### src/rtl/seg7_pkg.sv
// Shared 7-segment definitions: segment codes, digit type and monitor
// state encoding. Also used by the display driver.
package seg7_pkg;

  localparam logic [7:0] SEG_0 = 8'hFC;
  localparam logic [7:0] SEG_1 = 8'h60;
  localparam logic [7:0] SEG_2 = 8'hDA;
  localparam logic [7:0] SEG_3 = 8'hF2;
  localparam logic [7:0] SEG_4 = 8'h66;
  localparam logic [7:0] SEG_5 = 8'hB6;
  localparam logic [7:0] SEG_6 = 8'hBE;
  localparam logic [7:0] SEG_7 = 8'hE0;
  localparam logic [7:0] SEG_8 = 8'hFE;
  localparam logic [7:0] SEG_9 = 8'hE6;
  localparam logic [7:0] SEG_ALL_ON = 8'hFF;

  typedef logic [3:0] digit_t;

  typedef enum logic {
    NO_REF = 1'b0,
    TRACK  = 1'b1
  } state_t;

  function automatic digit_t next_digit(input digit_t d);
    return (d == 4'd9) ? 4'd0 : d + 4'd1;
  endfunction

endpackage

### src/rtl/seg7_pattern_decode.sv
// Combinational 7-segment pattern to BCD digit decoder.
// Any pattern outside the ten digit codes (dp set included) is not legal.
module seg7_pattern_decode
  import seg7_pkg::*;
(
  input  logic [7:0] pat,
  output digit_t     digit,
  output logic       legal
);

  always_comb begin
    digit = 4'd0;
    legal = 1'b1;
    unique case (pat)
      SEG_0:   digit = 4'd0;
      SEG_1:   digit = 4'd1;
      SEG_2:   digit = 4'd2;
      SEG_3:   digit = 4'd3;
      SEG_4:   digit = 4'd4;
      SEG_5:   digit = 4'd5;
      SEG_6:   digit = 4'd6;
      SEG_7:   digit = 4'd7;
      SEG_8:   digit = 4'd8;
      SEG_9:   digit = 4'd9;
      default: legal = 1'b0;
    endcase
  end

endmodule

### src/rtl/seg7_decode_monitor.sv
// Segment-bus monitor: debounces the pattern, decodes it and checks
// that accepted digits follow the mod-10 up-count sequence.
module seg7_decode_monitor
  import seg7_pkg::*;
#(
  parameter int unsigned STABLE_CYCLES = 4,
  parameter int unsigned ERR_CNT_W     = 8
) (
  input  logic                 clock,
  input  logic                 rst,
  input  logic [7:0]           led,
  output logic [3:0]           digit,
  output logic                 digit_valid,
  output logic                 invalid,
  output logic                 seq_err,
  output logic [ERR_CNT_W-1:0] err_count
);

  localparam logic [7:0] STAB_MAX = 8'(STABLE_CYCLES);

  logic [7:0]           led_q, led_d;
  logic [7:0]           stab_cnt_q, stab_cnt_d;
  logic [7:0]           last_pat_q, last_pat_d;
  state_t               state_q, state_d;
  digit_t               digit_q, digit_d;
  logic                 digit_valid_q, digit_valid_d;
  logic                 invalid_q, invalid_d;
  logic                 seq_err_q, seq_err_d;
  logic [ERR_CNT_W-1:0] err_cnt_q, err_cnt_d;

  digit_t dec_digit;
  logic   dec_legal;
  logic   accept;

  seg7_pattern_decode u_decode (
    .pat   (led_q),
    .digit (dec_digit),
    .legal (dec_legal)
  );

  always_comb begin
    led_d         = led;
    stab_cnt_d    = stab_cnt_q;
    last_pat_d    = last_pat_q;
    state_d       = state_q;
    digit_d       = digit_q;
    digit_valid_d = 1'b0;
    invalid_d     = 1'b0;
    seq_err_d     = 1'b0;
    err_cnt_d     = err_cnt_q;

    if (led != led_q) begin
      stab_cnt_d = 8'd1;
    end else if (stab_cnt_q != STAB_MAX) begin
      stab_cnt_d = stab_cnt_q + 8'd1;
    end

    // last_pat gates acceptance to once per stable pattern
    accept = (stab_cnt_q == STAB_MAX) && (led_q != last_pat_q);

    if (accept) begin
      last_pat_d = led_q;
      if (dec_legal) begin
        digit_valid_d = 1'b1;
        digit_d       = dec_digit;
        state_d       = TRACK;
        if (state_q == TRACK &&
            dec_digit != next_digit(digit_q) &&
            dec_digit != 4'd0) begin
          seq_err_d = 1'b1;
        end
      end else begin
        invalid_d = 1'b1;
        state_d   = NO_REF;
      end
    end

    if ((invalid_d || seq_err_d) && (err_cnt_q != '1)) begin
      err_cnt_d = err_cnt_q + ERR_CNT_W'(1);
    end
  end

  always_ff @(posedge clock or posedge rst) begin
    if (rst) begin
      led_q         <= 8'h00;
      stab_cnt_q    <= 8'd0;
      last_pat_q    <= 8'h00;
      state_q       <= NO_REF;
      digit_q       <= 4'd0;
      digit_valid_q <= 1'b0;
      invalid_q     <= 1'b0;
      seq_err_q     <= 1'b0;
      err_cnt_q     <= '0;
    end else begin
      led_q         <= led_d;
      stab_cnt_q    <= stab_cnt_d;
      last_pat_q    <= last_pat_d;
      state_q       <= state_d;
      digit_q       <= digit_d;
      digit_valid_q <= digit_valid_d;
      invalid_q     <= invalid_d;
      seq_err_q     <= seq_err_d;
      err_cnt_q     <= err_cnt_d;
    end
  end

  assign digit       = digit_q;
  assign digit_valid = digit_valid_q;
  assign invalid     = invalid_q;
  assign seq_err     = seq_err_q;
  assign err_count   = err_cnt_q;

endmodule

### config.mk
export PLATFORM = sky130hd
export DESIGN_NAME = seg7_decode_monitor
export DESIGN_NICKNAME = d
export VERILOG_FILES = /design/src/rtl/seg7_pkg.sv /design/src/rtl/seg7_pattern_decode.sv /design/src/rtl/seg7_decode_monitor.sv
export SDC_FILE = /design/constraint.sdc
export NUM_CORES = 1
export LEC_CHECK = 0
export CORE_MARGIN = 4
export CORE_UTILIZATION = 56
export DETAILED_ROUTE_END_ITERATION = 7
export HOLD_SLACK_MARGIN = 0.12
export PLACE_DENSITY = 0.79
export SYNTH_ARGS = -nofsm -noshare
export SYNTH_HDL_FRONTEND = slang
export SYNTH_SLANG_ARGS = --single-unit
### constraint.sdc
create_clock -name clock -period 3.1 [get_ports clock]
set_clock_uncertainty 0.2 [all_clocks]
set_input_delay 0.62 -clock clock [delete_from_list [all_inputs] [get_ports clock]]
set_output_delay 0.62 -clock clock [all_outputs]
set_load 0.02 [all_outputs]
==> results of run 1 <==
flip-flops by register name, indices dropped and copies added, names as in the netlist:
register     count
stab_cnt_q       8
digit_valid      1
seq_err          1
invalid          1
digit            4
state_q          1
last_pat_q       8
led_q            8
err_count        8
stage by stage:
stage	power, mW	hold WS [ns]	setup WS (ns)
after global placement	0.616	0.275	0.148
after global routing	1.01	0.341	0.0204
after CTS	0.983	0.305	0.0480
after detailed placement	0.617	0.287	0.0555
final	0.969	0.297	0.173
after floorplan	0.592	0.258	0.227
power groups by stage:
stage,Sequential [mW],Clock [mW],Combinational (mW)
floorplan,0.539,0,0.0530
global placement,0.552,0,0.0647
detailed placement,0.552,0,0.0655
CTS,0.541,0.375,0.0661
global route,0.544,0.397,0.0737
finish,0.543,0.360,0.0662
layout by cell type, fill, tap and decap left out, types with 2 or more instances in the layout:
cell type,instances
dfrtp_1,36
xor2_1,27
clkdlybuf4s50_1,24
nand2_1,17
nor2_1,15
mux2_2,11
a21oi_1,9
inv_1,9
buf_4,9
nand3_1,8
clkbuf_8,7
nor4_1,6
and3_1,6
o21ai_0,5
nor3_1,4
dfrtp_2,4
or3_1,3
xnor2_1,3
nand4_1,3
mux2_1,3
ha_1,3
nor4b_4,2
a211o_1,2
layer usage:
metal  share of wire, %  GRT usage (%)  routed length, um  vias to the layer above
met1                 45           23.9               1860                      769
li1                   -              -                  -                      793
met2                 48           29.4               1990                       33
met5                  0              0                  0                        -
met4                1.4           6.47                 58                        0
met3                4.8           3.55                196                        6
final cells by class:
cell class	instances	area [um^2]	share of cell area, %
clock buffers	7	96.3	3.62
repair buffers	33	308	11.6
flip-flops and latches	40	1010	37.8
multi-input cells	151	1160	43.5
well taps	48	60.1	2.26
inverters	9	33.8	1.27
how the worst max path moves through the flow:
stage                            start                  endpoint  slack [ns]  cells after the start
floorplan           led_q[0]$_DFF_PP0_  err_count[6]$_DFFE_PP0P_        0.23                      9
global placement    led_q[0]$_DFF_PP0_  err_count[6]$_DFFE_PP0P_        0.15                      8
detailed placement  led_q[3]$_DFF_PP0_  err_count[6]$_DFFE_PP0P_        0.06                      8
CTS                 led_q[3]$_DFF_PP0_  err_count[6]$_DFFE_PP0P_        0.05                      8
global route        led_q[1]$_DFF_PP0_  err_count[6]$_DFFE_PP0P_        0.02                      8
finish              led_q[6]$_DFF_PP0_  err_count[4]$_DFFE_PP0P_        0.17                      8
synthesized netlist by cell type, types with 2 or more instances:
cell	instances	share of area, %
nand2_1	17	2.9
buf_2	3	0.67
buf_4	3	1.0
xnor2_1	3	1.2
dfrtp_1	40	45
nor3_1	4	0.90
mux2_1	3	1.5
nand4_1	3	0.84
and3_1	6	1.7
o21ai_0	5	1.1
clkbuf_1	4	0.67
ha_1	3	1.7
nand3_1	8	1.8
xor2_1	27	11
a21oi_1	9	2.0
nor4_1	6	1.7
or3_1	3	0.84
inv_1	9	1.5
mux2_2	11	5.6
nor2_1	15	2.5
a211o_1	2	0.79
critical path, stage by stage, from the launching register on:
cell      delay (ns)
dfrtp_1         0.49
nand3b_1        0.23
nor4b_4         0.08
or3_1           0.43
a32o_1          0.26
a211o_1         0.30
o31ai_4         0.35
a21oi_1         0.14
mux2_1          0.32
kinds of logic (layout without fill, tap and decap cells):
| group | after synthesis | in the layout | synth area share [%] |
|---|---|---|---|
| AO/OA/AOI/OAI | 27 | 27 | 9.26 |
| XOR/XNOR | 32 | 32 | 13.5 |
| adder cells (fa/ha/maj) | 3 | 3 | 1.68 |
| buffers and inverters | 20 | 49 | 4.38 |
| flip-flops | 40 | 40 | 44.9 |
| multiplexers | 15 | 15 | 7.52 |
| AND/OR/NAND/NOR | 74 | 74 | 18.7 |
==> impl_metrics.env, run 1 <==
export IMPL_fin_crit_ns=2.93
export IMPL_power_leakage_nw=1.23
export IMPL_num_rows=22
export IMPL_crit_arrival_ns=2.90
export IMPL_clkTransAtPathRegs_ns=0.07
export IMPL_place_area_um2=2530
export IMPL_wl_per_cell_um=14.2
export IMPL_tritoncts="built"
export IMPL_syn_avg_cell_area_um2=10.6
export IMPL_rrSetupSlack_ns=0.17
export IMPL_wl_um=4100
export IMPL_ctsHoldBuffers=0
export IMPL_reg2reg_depth=8
export IMPL_syn_inst=211
export IMPL_synth_edf_count=0
export IMPL_antenna_found_initial=0
export IMPL_synth_warnings=0
export IMPL_grt_first_pass_wirelength_um=7250
export IMPL_clockRootBuffer="clkbuf_8"
export IMPL_drc_errors=0
export IMPL_clock_fmax_mhz=342
export IMPL_fin_area_um2=2660
export IMPL_netSwitchingFraction_pct=21.8
export IMPL_port_buffers=24
export IMPL_cts_resized=0
export IMPL_drtIter0Drc=143
export IMPL_fillCellCount=287
export IMPL_r2r_start="led_q[6]$_DFF_PP0_"
export IMPL_status="finished clean"
export IMPL_core_um2=3740
export IMPL_cp_end_kind="flip-flop"
export IMPL_p_int_mw=0.758
export IMPL_hold_depth=2
export IMPL_r2r_end="err_count[4]$_DFFE_PP0P_"
export IMPL_startpoint_type="flip-flop"
export IMPL_via_per_inst=5.56
export IMPL_crit_fanout=8
export IMPL_diodes=0
export IMPL_p_clk_share_pct=37.2
export IMPL_sequentialPowerShare_pct=56.0
export IMPL_start_util_pct=59.6
export IMPL_max_cap_viol_count=0
export IMPL_holdCritStartpoint="state_q$_DFFE_PP0P_"
export IMPL_hpwl_um=2940
export IMPL_hold_path_end="state_q$_DFFE_PP0P_"
export IMPL_ir_worst_vdd_mv=0.293
export IMPL_netlist_cell_type_count=48
export IMPL_crit_type="flip-flop to flip-flop"
export IMPL_setup_violations=0
export IMPL_grt_pass1_vias=1601
export IMPL_placed_cells=281
export IMPL_ant_nets=0
export IMPL_globalplace_congestion=0.797
export IMPL_tightest_slew_ns=0.521
export IMPL_min_period_over_period_pct=94.4
export IMPL_post_cts_buffers=0
export IMPL_grt_max_degree=41
export IMPL_cts_sinks=40
export IMPL_utilization_pct=71.1
export IMPL_drtPass1Iterations=4
export IMPL_dieArea_um2=5060
export IMPL_tns_ns=0
export IMPL_finalNetCount=253
export IMPL_dr_total_vias=1601
export IMPL_hold_viol=0
export IMPL_cts_buffer_depth=2
export IMPL_track_usage_pct=18.0
export IMPL_switchingPower_mw=0.211
export IMPL_die_x_um=71.1
export IMPL_rsz0062_at_grt="false"
export IMPL_ios=25
export IMPL_cts_buffers_inserted=5
export IMPL_die_h_um=71.1
export IMPL_layout_drive_gt1_share_pct=18.3
export IMPL_cp_required_ns=3.07
export IMPL_synth_main_ff_cell="dfrtp_1"
export IMPL_pwr_share_comb_pct=6.8
export IMPL_clock_latency_ns=0.28
export IMPL_fin_cells=288
export IMPL_grt_ovfl_total=0
export IMPL_syn_area_um2=2230
export IMPL_ys_seq_area_share_pct=44.9
export IMPL_synthArstFlopShare_pct=100
export IMPL_powerDensity_nw_per_um2=364
export IMPL_synth_nets=224
export IMPL_drv_slew=0
export IMPL_htreeDepth=2
export IMPL_max_slew_margin_pct=64.9
export IMPL_ys_seq_elements=40
export IMPL_hp_class="flip-flop to flip-flop"
export IMPL_area_delta_synth_final_pct=19.3
(Power assumes the default switching activity.)
==> inputs of run 2 (changes only) <==
MAX_ROUTING_LAYER = met4   (was not set)
==> run 2 against run 1 <==
Compared with the run above: via count decreased by 0.19%; cell area unchanged; register-to-register slack about the same; count of clock-buffer cells in the layout unchanged; core utilization unchanged; hold slack about the same; fmax decreased by 0.13%; die area unchanged; sequential power about the same; critical endpoint unchanged; largest power group unchanged; highest routed layer unchanged.
==> impl_metrics.env, run 2 (same netlist as run 1, synthesis figures left out) <==
export IMPL_ios=25
export IMPL_grt_max_degree=41
export IMPL_fin_crit_ns=2.93
export IMPL_drv_slew=0
export IMPL_place_area_um2=2530
export IMPL_ant_nets=0
export IMPL_finalNetCount=253
export IMPL_tns_ns=0
export IMPL_wl_per_cell_um=14.3
export IMPL_dieArea_um2=5060
export IMPL_drc_errors=0
export IMPL_drtPass1Iterations=4
export IMPL_final_cell_mix="dfrtp_1, xor2_1, clkdlybuf4s50_1, nand2_1, nor2_1"
export IMPL_dp_slack_ns=0.0555
export IMPL_ctsHoldBuffers=0
export IMPL_switchingPower_mw=0.211
export IMPL_critPathMaxStageDelay_ns=0.50
export IMPL_cp_required_ns=3.07
export IMPL_clock_fmax_mhz=341
export IMPL_port_buffers=24
export IMPL_crit_type="flip-flop to flip-flop"
export IMPL_fin_cells=288
export IMPL_cts_sinks=40
export IMPL_drtIter0Drc=135
export IMPL_ir_worst_vdd_mv=0.293
export IMPL_path_cells="nand3b_1, nor4b_4, or3_1, a32o_1, a211o_1, o31ai_4, a21oi_1, mux2_1"
export IMPL_num_rows=22
export IMPL_cp_top_family="compound AO/OA/AOI/OAI gates"
export IMPL_crit_fanout=8
export IMPL_crit_arrival_ns=2.90
export IMPL_grt_ovfl_total=0
export IMPL_placed_cells=281
export IMPL_hp_class="flip-flop to flip-flop"
export IMPL_clock_latency_ns=0.28
export IMPL_clkTransAtPathRegs_ns=0.07
export IMPL_htreeDepth=2
export IMPL_wl_met3_um=162
export IMPL_cts_buffer_depth=2
export IMPL_netSwitchingFraction_pct=21.8
export IMPL_slowest_stage="dfrtp_1"
export IMPL_max_cap_viol_count=0
export IMPL_critPathLaunch="led_q[6]$_DFF_PP0_"
export IMPL_dr_total_vias=1598
export IMPL_wl_um=4130
export IMPL_r2r_start="led_q[6]$_DFF_PP0_"
export IMPL_pwr_share_comb_pct=6.8
export IMPL_die_x_um=71.1
export IMPL_p_clk_share_pct=37.2
export IMPL_clockRootBuffer="clkbuf_8"
export IMPL_max_slew_margin_pct=65.0
export IMPL_min_period_over_period_pct=94.5
export IMPL_start_util_pct=59.6
export IMPL_grt_pass1_vias=1602
export IMPL_tritoncts="built"
export IMPL_power_leakage_nw=1.23
export IMPL_wl_met2_um=2000
export IMPL_core_um2=3740
export IMPL_holdCritStartpoint="state_q$_DFFE_PP0P_"
export IMPL_globalplace_congestion=0.808
export IMPL_antenna_found_initial=0
export IMPL_wl_met1_um=1910
export IMPL_cts_buffers_inserted=5
export IMPL_track_usage_pct=18.5
export IMPL_fin_area_um2=2660
export IMPL_area_delta_synth_final_pct=19.3
export IMPL_cp_end_kind="flip-flop"
export IMPL_whs_ns=0.298
export IMPL_grt_first_pass_wirelength_um=7250
export IMPL_fin_ws_ns=0.170
export IMPL_layout_drive_gt1_share_pct=18.3
export IMPL_status="finished clean"
export IMPL_path_buf_inv=0
export IMPL_top_layer_used="met4"
export IMPL_startpoint_type="flip-flop"
export IMPL_hold_viol=0
export IMPL_sequentialPowerShare_pct=56.0
export IMPL_setup_violations=0
export IMPL_p_int_mw=0.758
export IMPL_tightest_slew_ns=0.520
export IMPL_hpwl_um=2940
export IMPL_powerDensity_nw_per_um2=364
export IMPL_layout_commonest_cell="dfrtp_1"
export IMPL_diodes=0
export IMPL_via_per_inst=5.55
export IMPL_die_h_um=71.1
export IMPL_rsz0062_at_grt="false"
-- run 2: cell counts in the layout (fill, tap and decap cells not counted) --
Identical to the previous run, type by type.
-- run 2: worst reg2reg max path, cell delays in order, from the launching register on --
cell and delay, ns:
dfrtp_1 0.50, nand3b_1 0.23, nor4b_4 0.08, or3_1 0.43, a32o_1 0.26, a211o_1 0.30
o31ai_4 0.35, a21oi_1 0.14, mux2_1 0.32
-- run 2: layer usage --
| layer | vias to the layer above | global-route usage, % |
|---|---|---|
| li1 | 790 | - |
| met1 | 772 | 23.9 |
| met2 | 30 | 29.4 |
| met3 | 6 | 3.55 |
| met4 | 0 | 6.47 |
| met5 | - | - |
-- run 2: layout make-up --
cell class,count,area (um^2)
inverter,9,33.8
fill,287,1080
clock buffer,7,96.3
timing repair buffer,33,308
tap,48,60.1
sequential,40,1010
multi-input combinational,151,1160
-- run 2: power by group through the flow --
stage / Clock, mW / Combinational [mW] / Sequential (mW)
3_5_place_dp: 0 / 0.0655 / 0.552
6_report: 0.360 / 0.0662 / 0.543
5_1_grt: 0.397 / 0.0737 / 0.544
2_1_floorplan: 0 / 0.0530 / 0.539
3_3_place_gp: 0 / 0.0647 / 0.552
4_1_cts: 0.375 / 0.0661 / 0.541
-- run 2: path summary, 6_finish.rpt --
kind,end,slack (ns),cells past startpoint
setup / recovery,err_count[4]$_DFFE_PP0P_,0.17,8
hold / removal,state_q$_DFFE_PP0P_,0.30,2
setup reg to reg,err_count[4]$_DFFE_PP0P_,0.17,8
hold reg to reg,state_q$_DFFE_PP0P_,0.30,2
max in group asynchronous,led_q[5]$_DFF_PP0_,1.79,3
min in group asynchronous,err_count[5]$_DFFE_PP0P_,0.54,3
-- run 2: what timing repair did --
item	CTS	global route
buffers inserted	0	0
gates resized for setup	0	8
endpoints found under the setup margin	0	5
-- run 2: through the flow --
step           util, %  power [mW]
2_1_floorplan        -       0.592
3_3_place_gp      67.7       0.616
3_5_place_dp      67.7       0.617
4_1_cts           70.3       0.983
5_1_grt           71.1        1.01
6_report          71.1       0.969
